## src/rtl/dmem_arb_pkg.sv

```systemverilog
// Shared definitions for the data-memory arbiter.
// Contents: FSM state encoding, requester index constants (CPU/DMA), the
// default memory size in bytes, and the word-address legality check.
package dmem_arb_pkg;

  localparam int unsigned MEM_BYTES = 128;

  // Requester indices into the packed per-requester buses
  localparam int unsigned CPU = 0;
  localparam int unsigned DMA = 1;

  typedef enum logic [1:0] {
    ST_IDLE   = 2'd0,
    ST_ACCESS = 2'd1,
    ST_RESP   = 2'd2
  } state_e;

  // A legal access is word aligned and the whole word fits inside memory
  function automatic logic addr_legal(input logic [31:0] addr,
                                      input int unsigned mem_bytes);
    return (addr[1:0] == 2'b00) && (addr <= 32'(mem_bytes - 4));
  endfunction

endpackage

```

## src/rtl/rr_arbiter2.sv

```systemverilog
// Two-way round-robin tie-break.
// Ports:
//   req    - request bits, [CPU] and [DMA]
//   last   - index of the previous winner
//   gnt    - one-hot grant (all zero when nothing is requested)
//   winner - index of the granted requester
module rr_arbiter2
  import dmem_arb_pkg::*;
(
  input  logic [1:0] req,
  input  logic       last,
  output logic [1:0] gnt,
  output logic       winner
);

  // On a tie the requester that did not win last time goes first
  always_comb begin
    winner = 1'b0;
    gnt    = 2'b00;
    if (req[CPU] && req[DMA]) begin
      winner = ~last;
    end else begin
      winner = req[DMA];
    end
    if (|req) begin
      gnt[winner] = 1'b1;
    end
  end

endmodule

```

## src/rtl/data_mem_arbiter.sv

```systemverilog
// Arbitrates CPU and DMA accesses onto a single data-memory port.
// Every access runs IDLE -> ACCESS -> RESP; the winner's request is latched
// at grant, the memory strobe fires in ACCESS, done/err pulse in RESP.
// Ports:
//   clk_i, rst_i         - clock, synchronous active-high reset
//   req_i, we_i          - per-requester request and write enable
//   addr_i, wdata_i      - packed per-requester byte address / write data
//   done_o, err_o        - per-requester completion pulse and error flag
//   rdata_o              - read data, held until the next read completes
//   busy_o               - FSM not idle
//   mem_addr_o/mem_data_o/mem_read_o/mem_write_o/mem_data_i - memory port
module data_mem_arbiter #(
  parameter int unsigned MEM_BYTES = dmem_arb_pkg::MEM_BYTES,
  parameter int unsigned NREQ      = 2
) (
  input  logic              clk_i,
  input  logic              rst_i,
  input  logic [NREQ-1:0]   req_i,
  input  logic [NREQ-1:0]   we_i,
  input  logic [NREQ*32-1:0] addr_i,
  input  logic [NREQ*32-1:0] wdata_i,
  output logic [NREQ-1:0]   done_o,
  output logic [NREQ-1:0]   err_o,
  output logic [31:0]       rdata_o,
  output logic              busy_o,
  output logic [31:0]       mem_addr_o,
  output logic [31:0]       mem_data_o,
  output logic              mem_read_o,
  output logic              mem_write_o,
  input  logic [31:0]       mem_data_i
);

  import dmem_arb_pkg::*;

  state_e      state_q, state_d;
  logic        last_q, last_d;
  logic        win_q, win_d;
  logic        we_q, we_d;
  logic        legal_q, legal_d;
  logic [31:0] addr_q, addr_d;
  logic [31:0] wdata_q, wdata_d;
  logic [31:0] rdata_q, rdata_d;

  logic [1:0]  arb_gnt;
  logic        arb_winner;
  logic        grant;
  logic [31:0] sel_addr;
  logic [31:0] sel_wdata;

  rr_arbiter2 u_arb (
    .req    (req_i),
    .last   (last_q),
    .gnt    (arb_gnt),
    .winner (arb_winner)
  );

  // Arbitration result only matters while idle
  assign grant     = (state_q == ST_IDLE) && (|arb_gnt);
  assign sel_addr  = arb_winner ? addr_i[DMA*32 +: 32]  : addr_i[CPU*32 +: 32];
  assign sel_wdata = arb_winner ? wdata_i[DMA*32 +: 32] : wdata_i[CPU*32 +: 32];

  // State register
  always_ff @(posedge clk_i) begin
    if (rst_i) begin
      state_q <= ST_IDLE;
    end else begin
      state_q <= state_d;
    end
  end

  // Next-state logic
  always_comb begin
    state_d = state_q;
    unique case (state_q)
      ST_IDLE:   if (|req_i) state_d = ST_ACCESS;
      ST_ACCESS: state_d = ST_RESP;
      ST_RESP:   state_d = ST_IDLE;
      default:   state_d = ST_IDLE;
    endcase
  end

  // Request latch at grant and read-data capture at the end of ACCESS
  always_comb begin
    last_d  = last_q;
    win_d   = win_q;
    we_d    = we_q;
    legal_d = legal_q;
    addr_d  = addr_q;
    wdata_d = wdata_q;
    rdata_d = rdata_q;
    if (grant) begin
      last_d  = arb_winner;
      win_d   = arb_winner;
      we_d    = we_i[arb_winner];
      addr_d  = sel_addr;
      wdata_d = sel_wdata;
      legal_d = addr_legal(sel_addr, MEM_BYTES);
    end
    if ((state_q == ST_ACCESS) && !we_q) begin
      rdata_d = legal_q ? mem_data_i : 32'h0;
    end
  end

  always_ff @(posedge clk_i) begin
    if (rst_i) begin
      last_q  <= 1'b1;
      win_q   <= 1'b0;
      we_q    <= 1'b0;
      legal_q <= 1'b0;
      addr_q  <= 32'h0;
      wdata_q <= 32'h0;
      rdata_q <= 32'h0;
    end else begin
      last_q  <= last_d;
      win_q   <= win_d;
      we_q    <= we_d;
      legal_q <= legal_d;
      addr_q  <= addr_d;
      wdata_q <= wdata_d;
      rdata_q <= rdata_d;
    end
  end

  // Output decode; the write strobe is masked by reset so a write whose
  // commit edge coincides with reset never reaches memory
  always_comb begin
    done_o      = '0;
    err_o       = '0;
    busy_o      = (state_q != ST_IDLE);
    mem_read_o  = (state_q == ST_ACCESS) && legal_q && !we_q;
    mem_write_o = (state_q == ST_ACCESS) && legal_q && we_q && !rst_i;
    if (state_q == ST_RESP) begin
      done_o[win_q] = 1'b1;
      err_o[win_q]  = ~legal_q;
    end
  end

  assign rdata_o    = rdata_q;
  assign mem_addr_o = addr_q;
  assign mem_data_o = wdata_q;

endmodule
```

## config.mk

```make
export PLATFORM = sky130hd
export DESIGN_NAME = data_mem_arbiter
export DESIGN_NICKNAME = d
export VERILOG_FILES = /design/src/rtl/dmem_arb_pkg.sv /design/src/rtl/rr_arbiter2.sv /design/src/rtl/data_mem_arbiter.sv
export SDC_FILE = /design/constraint.sdc
export NUM_CORES = 1
export LEC_CHECK = 0
export ABC_CLOCK_PERIOD_IN_PS = 2400
export BUFFER_PORTS_ARGS = -buffer_cell sky130_fd_sc_hd__clkbuf_2
export CAP_MARGIN = 20
export CELL_PAD_IN_SITES_DETAIL_PLACEMENT = 1
export CELL_PAD_IN_SITES_GLOBAL_PLACEMENT = 1
export CORE_MARGIN = 5
export CORE_UTILIZATION = 33
export DETAILED_ROUTE_END_ITERATION = 16
export HOLD_SLACK_MARGIN = 0.06
export PLACE_DENSITY_LB_ADDON = 0.1
export SYNTH_ARGS = -nofsm -noshare
export SYNTH_HDL_FRONTEND = slang
export SYNTH_HIERARCHICAL = 1
export SYNTH_SLANG_ARGS = --single-unit
```

## constraint.sdc

```tcl
create_clock -name clk_i -period 2.4 [get_ports clk_i]
set_input_delay 0.48 -clock clk_i [delete_from_list [all_inputs] [get_ports clk_i]]
set_output_delay 0.48 -clock clk_i [all_outputs]
set_load 0.02 [all_outputs]
```

==> results.md, run 1 <==
* Pre-CTS setup slack at 426 ps
* Total number of yosys warnings at 6
* Commonest non-fill, non-tap cell in the layout: clkbuf_2
* R2R setup slack at 730 ps
* Post-Syn Area at 4540 um2
* GR Overflow Total at 0
* Rows at 42
* Die Wd at 127 um
* Hold path cells at 2
* Synth Area in Simple Gates at 16.6%
* Largest family of logic cells by synthesized area: compound AO/OA/AOI/OAI gates
* Crit-path leading delay family: simple AND/OR/NAND/NOR gates
* Syn nets at 654
* Post-cts sizing count at 0
* Final setup skew at 9.03 ps
* Synth cell types at 29
* Die area at 16200 um2
* Total of max-cap violations at 0
* Worst-path fanout max at 4
* Hold endpoint: state_q[1]
* Routed vias/inst at 4.90
* Buffer and inverter count on the worst path at 1
* Die Y at 127 um
* TNS Setup at 0 ps
* Commonest non-fill, non-tap cells in the layout: clkbuf_2 (267), dfxtp_1 (102), nor2_1 (70)
* Reg-to-reg endpoint: mem_addr_o[9]
* Peak supply drop at 0.333 mV
* Core Area at 13300 um2
* Synth Area in Adders at 0%
* Synth Area in XOR/XNOR at 0%
* Worst Tran Pin Value at 612 ps
* Seq/Total Area, Yosys at 44.9%
* Compound-cell area share of the yosys netlist at 18.8%
* Num CTS Buffers at 9
* First-pass GRT wire length at 24.7 mm
* Area Overhead vs Synth at 39.2%
* Kind of critical path: register to output pin
* CP Data Required Time at 1920 ps
* Worst-path cell chain: nor3b_1 > nor2b_1 > clkbuf_2
* Synthesized area per cell at 9.31 um2
* Fin cells at 913
* Min-delay worst type: input port to register
* First-pass iteration count of the detailed router at 4
* IO Pins at 269
* Overall routing resource usage at 18.9%
* Final Critical Period at 1910 ps
* Ranking of synthesized cells by area: dfxtp_1 (45%), mux2i_1 (14%), a211oi_2 (8.3%)
* H-tree Lvls at 3
* Routed Antenna Nets at 0
* P per Cell Area at 726 nW/um2
* Critical Path AT at 1430 ps
* Root Buffer: clkbuf_16
* Max Slew Vio Count at 0
* Vias in the first global route at 4799
* TritonCTS clock tree: done
* Period utilization at 79.4%
* CTS Sinks at 102
* Post-DP HPWL at 12.3 mm
* Critical path launch point type: register
* Antenna violations before repair at 0
* Maximum clock rate at 525 MHz
* Starting Density at 34.0%
* Hold_sp: rst_i
* Final Hold Vio Count at 0
* Status: finished clean
* Routed WL at 15.7 mm
* Setup ws final at 494 ps
* Top cell type by total area after synthesis: dfxtp_1
* Register-to-Register Path Depth at 5
* Remaining DRCs at 0
* # hold bufs at CTS at 0
* Fill cells at 1642
* Layout cells sized above 1 at 44.4%
* Clock transition at path regs at 70 ps
* # diodes at 0
* Worst-Skew Late Latency at 340 ps
* Setup Buffers After CTS at 0
* Largest net degree at the start of global routing at 103
* FF+latch count, synth at 102
* Nets at 898
* Slowest CP cell: nor3b_1
* Setup Viol. Count Final at 0
* Crit-path max cell delay at 380 ps
* Via count at 4473
* Relative slew slack at 59.2%
* Port bufs at 268
* 1st-iter DRT viols at 158
* Crit Reg-Reg Startpoint: last_q
* Clock tree buffer depth at 2
* Placed Cells at 897
* Pleak at 0.00287 uW
* Yosys top cell area share at 44.9%
* Post-synthesis mux area share at 14.3%
* Crit end category: output pin
* RSZ-0062 raised after global routing: false
* Cells after Synth at 488
* WL/cell at 17.2 um
* Placer congestion estimate at 0.840
## worst reg2reg max path: stages, from the launching register on
cell      delay, ps
dfxtp_1         360
a21boi_4        250
buf_4           310
buf_4           260
mux2i_1         260
a211oi_2         90
## report_power, final
group          total (uW)  switching, uW  internal [uW]
Sequential           1920           82.0           1840
Combinational        1100            680            425
Clock                1560            622            941
Total                4590           1380           3210
## worst max path at each step
stage                     cells after the start        from  slack (ps)              to
after floorplan                               2  state_q[1]         610        err_o[0]
after global placement                        6    req_i[0]         520  mem_addr_o[14]
after detailed placement                      6    req_i[0]         430  mem_addr_o[11]
after CTS                                     3  state_q[1]         470        err_o[0]
after global routing                          3  state_q[1]         410        err_o[0]
final                                         3  state_q[1]         490        err_o[0]
## state kept, by name (all words and copies together) (netlist names)
signal	cells
last_q	1
legal_q	1
mem_addr_o	32
mem_data_o	32
rdata_o	32
state_q	2
we_q	1
win_q	1
## synthesized netlist by cell type (all sizes together)
master / n
and3: 1
nand2b: 1
nor3b: 1
nor2b: 2
a32o: 1
clkbuf: 19
nor4b: 1
nand3: 34
nor2: 72
and3b: 1
nand4: 2
dfxtp: 102
mux2i: 65
and2: 1
buf: 26
nor3: 5
a21oi: 35
or2: 3
a211oi: 65
inv: 2
nor4: 10
o22ai: 1
a21boi: 3
nand2: 35
## area by class of cell
class                      count  area (um2)  share of cell area (%)
sequential                   102        2040                    32.3
clock inverter                 4        70.1                    1.11
multi-input combinational    339        2270                    35.9
tap                          176         220                    3.48
clock buffer                  12         246                    3.90
inverter                       2        7.51                   0.119
timing repair buffer         278        1470                    23.2
## per-layer routing
| layer | vias up | part of all wire (%) | wire length (um) | track usage [%] |
|---|---|---|---|---|
| li1 | 2240 | - | - | - |
| met1 | 2061 | 41 | 6430 | 22.1 |
| met2 | 153 | 50 | 7890 | 33.7 |
| met3 | 19 | 6.8 | 1070 | 5.05 |
| met4 | 0 | 1.9 | 305 | 6.12 |
| met5 | - | 0 | 0 | 0 |
## logic make-up after synthesis
| family | count (synthesis) |
|---|---|
| AOI/OAI and AO/OA | 105 |
| buffers and inverters | 47 |
| DFF | 102 |
| muxes | 65 |
| and+or+nand+nor | 169 |
## per-stage QoR
stage | area, um2 | power, uW | utilization (%) | hold WS, ps
after CTS | 6330 | 4660 | 47.4 | 322
after global placement | 6010 | 3050 | 45.0 | 438
after floorplan | 4540 | 2660 | - | 445
after global routing | 6330 | 4840 | 47.4 | 331
after detailed placement | 6010 | 3080 | 45.0 | 449
final | 6330 | 4590 | 47.4 | 338
Power figures use the tool's default switching activity.
==> run 2, diff against run 1 <==
ABC_CLOCK_PERIOD_IN_PS = 1800   (was 2400)
CORE_UTILIZATION = 31   (was 33)
clock period = 1.8 ns   (was 2.4 ns; I/O delays follow)
==> results.md, run 2 (same netlist as run 1, synthesis figures left out) <==
* Slowest CP cell: dfxtp_1
* TritonCTS clock tree: done
* 1st-iter DRT viols at 143 (-9.5%)
* Worst-path cell chain: nand2b_1 > nor2_1 > and3_1 > clkbuf_2
* Relative slew slack at 57.5% (-1.8 points)
* GR Overflow Total at 0 (unchanged)
* Clock transition at path regs at 70 ps (about the same)
* Rows at 44 (+4.8%)
* Routed WL at 15.8 mm (+0.45%)
* Register-to-Register Path Depth at 5 (unchanged)
* M1 wire length at 6.26 mm (-2.6%)
* Kind of critical path: register to output pin
* Pre-CTS setup slack at 26.7 ps (-399 ps)
* Crit Reg-Reg Startpoint: last_q
* Final Hold Vio Count at 0 (unchanged)
* Die area at 17200 um2 (+5.9%)
* Worst-path fanout max at 4 (unchanged)
* Post-DP HPWL at 12.1 mm (-2.3%)
* R2R setup slack at 200 ps (-530 ps)
* Remaining DRCs at 0 (unchanged)
* Die Y at 131 um (+2.9%)
* Commonest non-fill, non-tap cells in the layout: clkbuf_2 (267), dfxtp_1 (102), nor2_1 (70)
* Period utilization at 95.0%
* First-pass GRT wire length at 23.5 mm (-4.9%)
* Total of max-cap violations at 0 (unchanged)
* Min-delay worst type: input port to register
* Critical path launch point type: register
* TNS Setup at 0 ps (unchanged)
* Largest net degree at the start of global routing at 103 (unchanged)
* Hold endpoint: state_q[1]
* Setup ws final at 89.9 ps (-404 ps)
* Commonest non-fill, non-tap cell in the layout: clkbuf_2
* H-tree Lvls at 3 (unchanged)
* Worst Tran Pin Value at 638 ps (+26.3 ps)
* Hold_sp: rst_i
* # diodes at 0 (unchanged)
* Die Wd at 131 um (+2.9%)
* Hold path cells at 2 (unchanged)
* Routed Antenna Nets at 0 (unchanged)
* Pleak at 0.00287 uW (-0.10%)
* Final setup skew at 9.31 ps (+0.280 ps)
* Starting Density at 31.4% (-2.7 points)
* Vias in the first global route at 4557 (-5.0%)
* Setup Viol. Count Final at 0 (unchanged)
* Reg-to-reg endpoint: legal_q
* Clock tree buffer depth at 2 (unchanged)
* Overall routing resource usage at 17.6% (-1.3 points)
* IO Pins at 269 (unchanged)
* Nets at 899 (+0.11%)
* Routed vias/inst at 4.91 (+0.31%)
* CTS Sinks at 102 (unchanged)
* Core Area at 14500 um2 (+8.5%)
* Critical Path AT at 1350 ps (-80 ps)
* Met2 wire length at 7.76 mm (-1.6%)
* Peak supply drop at 0.443 mV (+33%)
* Placer congestion estimate at 0.765 (-9.0%)
* # hold bufs at CTS at 0 (unchanged)
* Area Overhead vs Synth at 39.4%
* RSZ-0062 raised after global routing: false
* Final Critical Period at 1710 ps
* Antenna violations before repair at 0 (unchanged)
* CP Data Required Time at 1440 ps (-480 ps)
* First-pass iteration count of the detailed router at 4 (unchanged)
* Metal3 WL at 1.46 mm (+36%)
* Crit end category: output pin
* Setup Buffers After CTS at 0 (unchanged)
* Via count at 4531 (+1.3%)
* Highest metal used: met4
* Layout cells sized above 1 at 44.6% (+0.21 points)
* Worst-Skew Late Latency at 350 ps (about the same)
* Post-cts sizing count at 1 (+1)
* Root Buffer: clkbuf_16
* Max Slew Vio Count at 0 (unchanged)
* Status: finished clean
* Fill cells at 1780 (+8.4%)
* Num CTS Buffers at 9 (unchanged)
* P per Cell Area at 951 nW/um2 (+31%)
* Crit-path max cell delay at 330 ps (-50 ps)
* Maximum clock rate at 585 MHz
* Port bufs at 268 (unchanged)
* WL/cell at 17.1 um (-0.53%)
-- run 2: cell types whose count changed in the layout (fill, tap and decap cells not counted), sizes merged --
cell and delta:
clkinvlp +1, buf +1, clkbuf +1, clkinv -1, bufinv -1
-- run 2: per-stage QoR --
stage / hold slack, ps / util, % / instances / area (um2) / power [uW]
global route: 200 / 43.8 / 922 / 6330 / 6350
detailed placement: 447 / 41.6 / 906 / 6030 / 4100
finish: 210 / 43.8 / 922 / 6330 / 6020
floorplan: 440 / - / 488 / 4540 / 3550
global placement: 439 / 41.6 / 906 / 6030 / 4060
CTS: 192 / 43.8 / 922 / 6330 / 6140
-- run 2: worst max path at each step --
stage	from	end	slack [ps]	depth (start not counted)
final	state_q[1]	mem_write_o	90	4
after global routing	last_q	legal_q	10	5
after CTS	state_q[1]	mem_write_o	60	4
after detailed placement	req_i[1]	legal_q	30	6
after global placement	req_i[1]	mem_addr_o[13]	180	5
after floorplan	state_q[1]	err_o[0]	130	2
-- run 2: critical path, delay by kind of cell (launching register included) --
family | cells | cell delay [ps]
buffers and inverters | 1 | 180
and+or+nand+nor | 3 | 490
DFF | 1 | 330
-- run 2: final cells by class --
cell class                      instances  area [um2]  share of cell area (%)
Sequential cell                       102        2040                    32.2
Clock inverter                          3        42.5                   0.672
Timing Repair Buffer                  279        1480                    23.3
Tap cell                              184         230                    3.63
Clock buffer                           13         260                    4.11
Multi-Input combinational cell        339        2280                    35.9
Inverter                                2        7.51                   0.119
-- run 2: routing by layer --
metal	global-route usage (%)	up-vias
li1	-	2235
met1	20.4	2106
met2	30.1	168
met3	5.88	22
met4	6.90	0
met5	0	-
-- run 2: power breakdown --
group | total (uW) | leakage [uW] | internal [uW] | switching [uW]
registers | 2560 | 0.000838 | 2450 | 110
logic | 1460 | 0.00189 | 567 | 892
clock network | 2000 | 0.000146 | 1150 | 847
==> run 3, diff against run 2 <==
ABC_CLOCK_PERIOD_IN_PS = 1500   (was 1800)
CORE_UTILIZATION = 28   (was 31)
CTS_CLUSTER_SIZE = 20   (was not set)
clock period = 1.5 ns   (was 1.8 ns; I/O delays follow)
==> results.md, run 3 (same netlist as run 1, synthesis figures left out) <==
* Status: finished with violations
* Violated checks: negative setup slack
* Routed vias/inst at 4.72 (-4.0%)
* Crit end category: output pin
* Area Overhead vs Synth at 49.4%
* P per Cell Area at 1130 nW/um2 (+19%)
* Nets at 922 (+2.6%)
* Largest net degree at the start of global routing at 52 (-50%)
* Reg-to-reg endpoint: mem_data_o[26]
* Multi-input gate area at 2360 um2 (+3.8%)
* Worst Tran Pin Value at 396 ps (-242 ps)
* Sequential group share of total power at 40.1% (-2.5 points)
* Worst-path cell chain: buf_6 > and3b_2 > nor2b_4 > buf_6
* Vias in the first global route at 4939 (+8.4%)
* Die area at 18900 um2 (+9.9%)
* Via count at 4608 (+1.7%)
* Setup ws final at -124 ps (-213 ps)
* Setup Viol. Count Final at 7 (+7)
* Remaining DRCs at 0 (unchanged)
* Rows at 46 (+4.5%)
* Power after layout at 7690 uW (+28%)
* Core Area at 15900 um2 (+9.7%)
* Placer congestion estimate at 0.789 (+3.2%)
* GR peak layer: met2
* Fin cells at 977 (+6.0%)
* Switching power at 2310 uW (+25%)
* Worst-path fanout max at 3 (-1)
* Switching share of power at 30.1% (-0.64 points)
* Register-to-Register Path Depth at 6 (+1)
* IO Pins at 269 (unchanged)
* Die Y at 137 um (+4.8%)
* First-pass iteration count of the detailed router at 4 (unchanged)
* GR Overflow Total at 0 (unchanged)
* Pleak at 0.00305 uW (+6.3%)
* Starting Density at 28.6% (-2.8 points)
* Period utilization at 108%
* Maximum clock rate at 616 MHz
* CP Data Required Time at 1200 ps (-240 ps)
* Final setup skew at 9.42 ps (+0.110 ps)
* Port bufs at 268 (unchanged)
* Routed WL at 16.8 mm (+6.7%)
* Overall routing resource usage at 17.2% (-0.47 points)
* Final Critical Period at 1620 ps
* Min-delay worst type: input port to register
* GR Util met3 at 5.59% (-0.29 points)
* RSZ-0062 raised after global routing: true
* R2R setup slack at 0 ps (-200 ps)
* Hold_sp: rst_i
* First-pass GRT wire length at 25.3 mm (+7.7%)
* TritonCTS clock tree: done
* Clock tree buffer depth at 2 (unchanged)
* Crit Reg-Reg Startpoint: state_q[1]
* # hold bufs at CTS at 0 (unchanged)
* Proportion of power drawn by combinational gates at 25.7% (+1.5 points)
* GR Layer Usage met1 at 19.5% (-0.82 points)
* Hold path cells at 2 (unchanged)
* # diodes at 0 (unchanged)
* Commonest non-fill, non-tap cells in the layout: clkbuf_2 (261), dfxtp_1 (100), nor2_1 (69)
* Critical path launch point type: register
* Crit-path max cell delay at 320 ps (about the same)
* Clk pwr share at 34.2% (+1.0 points)
* Commonest non-fill, non-tap cell in the layout: clkbuf_2
* Placed Cells at 956 (+5.5%)
* Antenna violations before repair at 0 (unchanged)
* Peak supply drop at 0.626 mV (+41%)
* Final Hold Vio Count at 0 (unchanged)
* Worst-Skew Late Latency at 350 ps (about the same)
* WL/cell at 17.2 um (+0.68%)
* Total of max-cap violations at 0 (unchanged)
* Post-DP HPWL at 13.4 mm (+11%)
* 1st-iter DRT viols at 114 (-20%)
* Pre-CTS setup slack at -135 ps (-161 ps)
* Die Wd at 137 um (+4.8%)
* Critical Path AT at 1320 ps (-30 ps)
* Routed Antenna Nets at 0 (unchanged)
* H-tree Lvls at 3 (unchanged)
* Hold endpoint: state_q[1]
* Max Slew Vio Count at 0 (unchanged)
* Most common cell on crit path: buf_6
* Clock transition at path regs at 70 ps (about the same)
* Root Buffer: clkbuf_16
* CTS Sinks at 102 (unchanged)
* Relative slew slack at 73.6% (+16 points)
* GR Util met2 at 30.4% (+0.32 points)
* Kind of critical path: register to output pin
* Slowest CP cell: dfxtp_2
* Num CTS Buffers at 9 (unchanged)
* Internal power at 5380 uW (+29%)
* Layout cells sized above 1 at 48.1% (+3.5 points)
* Register area at 2050 um2 (+0.24%)
* Fill cells at 1914 (+7.5%)
run 3: changes by cell type in the layout (fill, tap and decap cells not counted), sizes merged:
cell and change:
buf +29, bufinv +1, clkbuf -6, clkinvlp -1
run 3: power by group through the flow:
stage	Combinational, uW	Clock [uW]	Sequential, uW
floorplan	866	0	3390
global placement	1900	0	3140
detailed placement	1950	0	3140
CTS	1960	2730	3080
global route	2140	2830	3110
finish	1980	2630	3080
run 3: worst max path at each step:
stage          startpoint        endpoint  slack (ps)  cells after the start
2_1_floorplan    req_i[1]  mem_addr_o[10]          30                      6
3_3_place_gp     req_i[1]         legal_q         -70                      7
3_5_place_dp     req_i[0]         legal_q        -130                      7
4_1_cts        state_q[0]        err_o[1]        -160                      4
5_1_grt        state_q[0]        err_o[1]        -170                      4
6_report       state_q[0]        err_o[1]        -120                      4
run 3: critical path, delay by kind of cell, from the launching register on:
| kind | cells | cell delay, ps |
|---|---|---|
| flip-flops | 1 | 320 |
| AND/OR/NAND/NOR | 2 | 410 |
| buffers and inverters | 2 | 240 |
run 3: per-layer routing:
layer  share of wire, %  vias up
li1                   -     2282
met1                 41     2154
met2                 50      153
met3                7.5       19
met4                1.8        0
met5                  0        -
run 3: metrics by stage:
| step | TNS (ps) | cell area, um2 | hold slack (ps) | util [%] |
|---|---|---|---|---|
| after floorplan | 0 | 4550 | 380 | - |
| after global placement | -377 | 6270 | 437 | 39.5 |
| after detailed placement | -1920 | 6270 | 444 | 39.5 |
| after CTS | -735 | 6650 | 127 | 41.8 |
| after global routing | -3930 | 6790 | 127 | 42.7 |
| final | -380 | 6790 | 139 | 42.7 |
run 3: area by class of cell:
class | instances | area share [%]
tap | 216 | 3.98
sequential | 102 | 30.2
clock inverter | 3 | 0.959
inverter | 2 | 0.111
multi-input combinational | 339 | 34.8
clock buffer | 13 | 3.98
timing repair buffer | 302 | 26.0
run 3: timing repair:
action	in CTS	in global routing
endpoints found under the hold margin	0	0
resized for setup	12	29
setup buffers	1	4
endpoints found under the setup margin	70	95
gates cloned	0	0
pin swaps	0	6
